File: src/rtl/word_packer.sv
// word_packer: collects serial bits LSB-first into M-bit words and pushes each
// completed (or flushed, zero-padded) word into a downstream FIFO, stalling while
// the FIFO reports full. A wrapping counter tracks how many words were pushed.
module word_packer #(
  parameter int M  = 2,
  parameter int CW = 8
) (
  input  logic          clk,
  input  logic          reset,
  input  logic          bit_in,
  input  logic          bit_valid,
  output logic          bit_ready,
  input  logic          flush,
  input  logic          full,
  output logic          push,
  output logic [M-1:0]  word_out,
  output logic [CW-1:0] words_pushed,
  output logic          busy
);

  localparam int CNTW = $clog2(M);
  localparam logic [CNTW-1:0] LastIdx = CNTW'(M - 1);

  typedef enum logic {
    COLLECT = 1'b0,
    EMIT    = 1'b1
  } state_t;

  state_t          r_state;
  state_t          w_nextState;
  logic [CNTW-1:0] r_cnt;
  logic [CNTW-1:0] w_nextCnt;
  logic [M-1:0]    r_acc;
  logic [M-1:0]    w_nextAcc;
  logic [M-1:0]    r_word;
  logic [M-1:0]    w_nextWord;
  logic [CW-1:0]   r_wordsPushed;
  logic [CW-1:0]   w_nextWordsPushed;

  logic            w_accept;
  logic [M-1:0]    w_packed;
  logic [M-1:0]    w_padded;
  logic [CNTW:0]   w_fill;

  assign bit_ready    = (r_state == COLLECT);
  assign push         = (r_state == EMIT) && !full;
  assign busy         = (r_state == EMIT) || (r_cnt != '0);
  assign word_out     = r_word;
  assign words_pushed = r_wordsPushed;

  assign w_accept = bit_valid && (r_state == COLLECT);
  assign w_fill   = {1'b0, r_cnt} + {{CNTW{1'b0}}, w_accept};

  // Merge this cycle's accepted bit into the accumulator and build the zero-padded flush view.
  always_comb begin
    w_packed = r_acc;
    if (w_accept) begin
      w_packed[r_cnt] = bit_in;
    end
    w_padded = '0;
    for (int k = 0; k < M; k++) begin
      if (k < int'(w_fill)) begin
        w_padded[k] = w_packed[k];
      end
    end
  end

  // Next-state logic: a completing bit wins over flush; the output word is only loaded on entry to EMIT.
  always_comb begin
    w_nextState       = r_state;
    w_nextCnt         = r_cnt;
    w_nextAcc         = r_acc;
    w_nextWord        = r_word;
    w_nextWordsPushed = r_wordsPushed;
    case (r_state)
      COLLECT: begin
        if (w_accept && (r_cnt == LastIdx)) begin
          w_nextWord  = w_packed;
          w_nextAcc   = '0;
          w_nextCnt   = '0;
          w_nextState = EMIT;
        end else if (flush && (w_fill != '0)) begin
          w_nextWord  = w_padded;
          w_nextAcc   = '0;
          w_nextCnt   = '0;
          w_nextState = EMIT;
        end else if (w_accept) begin
          w_nextAcc = w_packed;
          w_nextCnt = r_cnt + 1'b1;
        end
      end
      EMIT: begin
        if (!full) begin
          w_nextState       = COLLECT;
          w_nextWordsPushed = r_wordsPushed + 1'b1;
        end
      end
      default: begin
        w_nextState = COLLECT;
      end
    endcase
  end

  // State register; an active-low reset discards any partial or pending word.
  always_ff @(posedge clk or negedge reset) begin
    if (!reset) begin
      r_state       <= COLLECT;
      r_cnt         <= '0;
      r_acc         <= '0;
      r_word        <= '0;
      r_wordsPushed <= '0;
    end else begin
      r_state       <= w_nextState;
      r_cnt         <= w_nextCnt;
      r_acc         <= w_nextAcc;
      r_word        <= w_nextWord;
      r_wordsPushed <= w_nextWordsPushed;
    end
  end

endmodule

File: config.mk
export PLATFORM = sky130hd
export DESIGN_NAME = word_packer
export DESIGN_NICKNAME = d
export VERILOG_FILES = /design/src/rtl/word_packer.sv
export SDC_FILE = /design/constraint.sdc
export NUM_CORES = 1
export LEC_CHECK = 0
export CELL_PAD_IN_SITES_DETAIL_PLACEMENT = 1
export CELL_PAD_IN_SITES_GLOBAL_PLACEMENT = 1
export CORE_MARGIN = 2
export CORE_UTILIZATION = 33
export DETAILED_ROUTE_END_ITERATION = 6
export PLACE_DENSITY = 0.77
export SLEW_MARGIN = 20
export SYNTH_ARGS = -nofsm -noshare
export SYNTH_HDL_FRONTEND = slang
export SYNTH_SLANG_ARGS = --single-unit
File: constraint.sdc
create_clock -name clk -period 1.5 [get_ports clk]
set_input_delay 0.375 -clock clk [delete_from_list [all_inputs] [get_ports clk]]
set_output_delay 0.375 -clock clk [all_outputs]
set_load 0.05 [all_outputs]
==> impl_metrics.yaml <==
critical_path:
  ff2ff_path_depth: 3
  critPathTopFamily: "flip-flops"
  arrival_ps: 1110
  rr_endpoint: "word_out[0]$_DFFE_PN0P_"
  critPathKind: "reg2out"
  crit_path_end_kind: "output port"
  rr_startpoint: "r_state$_DFF_PN0_"
  crit_slowest_cell: "dfrtp_2"
  worstPathRequired_ps: 1120
  crit_fanout: 4
  cp_num_buf_inv: 1
  cp-start-kind: "register"
  cp_slowest_stage_delay_ps: 440
  crit_chain: "or2_4 > buf_8"
  timing.reg2reg.setup_slack_ps: 100
synthesis:
  synth.most_common_cell: "dfrtp_1"
  ys.flop_type: "dfrtp_1"
  netlist_instances: 50
  syn_area_per_cell_um2: 11.69
  muxShareOfSynthArea_pct: 4.497
  yosysUniqueCellTypes: 21
  synth_fp_nets: 57
  yosys_warnings: 0
  synth_top_area_share_pct: 55.67
  synth_top_family_by_area: "simple AND/OR/NAND/NOR gates"
  synthesis.area_um2: 584.3
  synth_edf_count: 0
  yosys.area_share.adder_pct: 2.141
  ys_seq_area_share_pct: 55.67
  synth_seq_cells: 13
  synth_commonest_cells: "dfrtp_1, nand2_1, xnor2_1, nand4_1, o21ai_0"
  synth.area.top_cells: "dfrtp_1, xnor2_1, nand2_1"
  synth_xor_area_share_pct: 10.49
  yosysTopAreaCell: "dfrtp_1"
  synth_compound_gate_area_share_pct: 7.066
  synthArstFlopShare_pct: 100.0
  synthSimpleGateAreaFrac_pct: 18.63
floorplanning:
  die_area_um2: 2123
  die-width_um: 46.08
  die_h_um: 46.08
  io-pin-count: 19
  rows: 15
  initial_core_util_pct: 34.59
  core_um2: 1689
route:
  drc: 0
  dr.first_iter.drc_count: 3
  firstDrtPassIters: 2
  routedLengthMet1_um: 655
  routedWlPerCell_um: 15.48
  wirelength_mm: 1.486
  routed-wl-met3_um: 54
  ant_nets: 0
  wl_met2_um: 757
  via_per_inst: 5.125
  num_vias: 492
  top_layer: "met4"
power_and_ir_drop:
  vdd_ir_drop_max_mv: 1.307
  pwr_density_cell_nw_per_um2: 2143
  p_comb_share_pct: 59.3
  pwr-share-seq_pct: 30.2
  total_leakage_power_uw: 0.0004727
  p_int_uw: 1219
  switching_share_pct: 43.47
  clkPwrFrac_pct: 10.6
  p_total_uw: 2156
  switchingPower_uw: 937.1
sta:
  finalHoldViolCount: 0
  setup_ws_ps: 11.77
  fin_setup_tns_ps: 0
  max_freq_ghz: 0.6719
  rsz0062_at_grt: "yes"
  final_max_slew_viol_count: 0
  min_period_ps: 1488
  fin_crit_sh_pct: 99.22
  setup_viol: 0
  tightest_slew_ps: 264.4
  max-slew-margin-rel_pct: 82.37
  fin_skew_ps: 1.933
place:
  hpwl_mm: 1.104
  place_inst: 89
  dp_slack_ps: -300.2
  finalWeightedCongestion: 0.6875
  io_buffers: 18
job:
  maxCapViolations: 0
cells_and_area:
  layout-drive-gt1-share_pct: 44.30
  antenna_cells: 0
  syn_to_final_growth_pct: 72.16
  nets: 87
  final_cells: 96
clock_network:
  insertion_delay_ps: 290
  hold_buffers: 0
  clk_pin_slew_ps: 80
  cts_tree: "yes"
  clockBufferDepth: 2
  cts_root_buffer: "clkbuf_4"
  cts_made_buffers: 3
  cts_sinks: 13
  cts_max_level: 1
global_routing:
  grt_pass1_vias: 549
  grt_pass1_wl_mm: 2.387
  grt_max_degree: 14
  grtUsageTotal_pct: 16.69
  antenna_found_initial: 0
  overflow: 0
hold_path:
  holdCritPathClass: "in2async"
status:
  outcome: "completed"
timing repair:
| action | 4_1_cts | 5_1_grt |
|---|---|---|
| pin swaps | 1 | 0 |
| setup endpoints to repair | 2 | 4 |
| setup buffers | 4 | 0 |
| resized for setup | 8 | 2 |
| cloned | 0 | 0 |
worst reg2reg max path, cell delays in order (launching register included):
cell and delay (ps):
dfrtp_2 440, buf_4 150, or3_4 400, mux2_4 300
cell families after synthesis:
kind of cell / Yosys count
AO/OA/AOI/OAI: 6
XOR/XNOR: 7
adder cells (fa/ha/maj): 1
buffers and inverters: 2
flip-flops: 13
multiplexers: 2
AND/OR/NAND/NOR: 19
worst max-delay path by stage:
stage,startpoint,slack (ps),end,depth (start not counted)
2_1_floorplan,words_pushed[2]$_DFFE_PN0P_,130,words_pushed[5]$_DFFE_PN0P_,3
3_3_place_gp,flush,-240,word_out[0]$_DFFE_PN0P_,4
3_5_place_dp,flush,-300,word_out[0]$_DFFE_PN0P_,4
4_1_cts,r_state$_DFF_PN0_,0.2,bit_ready,3
5_1_grt,r_state$_DFF_PN0_,-20,busy,2
6_report,r_state$_DFF_PN0_,10,busy,2
flip-flops by register name, summed over array words and instances, names as in the netlist:
| signal | cells |
|---|---|
| words_pushed | 8 |
| word_out | 2 |
| r_acc | 1 |
| r_cnt | 1 |
| r_state | 1 |
cell type report:
cell class	count	area, um^2
inverter	1	3.754
multi-input combinational	35	260.3
clock buffer	4	26.28
sequential	13	327.8
tap	17	21.27
fill	166	683.2
timing repair buffer	26	366.6
metal layers:
layer / GRT usage, % / vias to the layer above
met3: 5.882 / 3
met5: 0 / -
met2: 27.50 / 11
li1: - / 234
met4: 6.857 / 0
met1: 19.60 / 244
per-stage QoR:
| step | instance area, um^2 | hold WS (ps) | util, % |
|---|---|---|---|
| after detailed placement | 935.9 | 514.1 | 55.41 |
| after floorplan | 584.3 | 79.41 | - |
| after global placement | 935.9 | 509.1 | 55.41 |
| final | 1006 | 384.6 | 59.56 |
| after CTS | 1015 | 386.2 | 60.07 |
| after global routing | 1006 | 397.1 | 59.56 |
cell usage in the layout (no fill, tap or decap), types with 2 or more instances in the layout:
| cell type | synthesis | final |
|---|---|---|
| xnor2_1 | 6 | 6 |
| o21ai_0 | 3 | 3 |
| buf_4 | 0 | 8 |
| clkdlybuf4s50_1 | 0 | 3 |
| dfrtp_2 | 0 | 2 |
| nand2_1 | 7 | 7 |
| buf_12 | 0 | 12 |
| nand4_1 | 4 | 4 |
| clkbuf_4 | 0 | 3 |
| dfrtp_1 | 13 | 11 |
power by group through the flow:
stage | registers (uW) | logic (uW) | clock network (uW)
2_1_floorplan | 900 | 317 | 0
4_1_cts | 651 | 1300 | 234
5_1_grt | 670 | 1340 | 247
3_3_place_gp | 664 | 1160 | 0
6_report | 650 | 1280 | 228
3_5_place_dp | 675 | 1180 | 0
(Power assumes the default switching activity.)
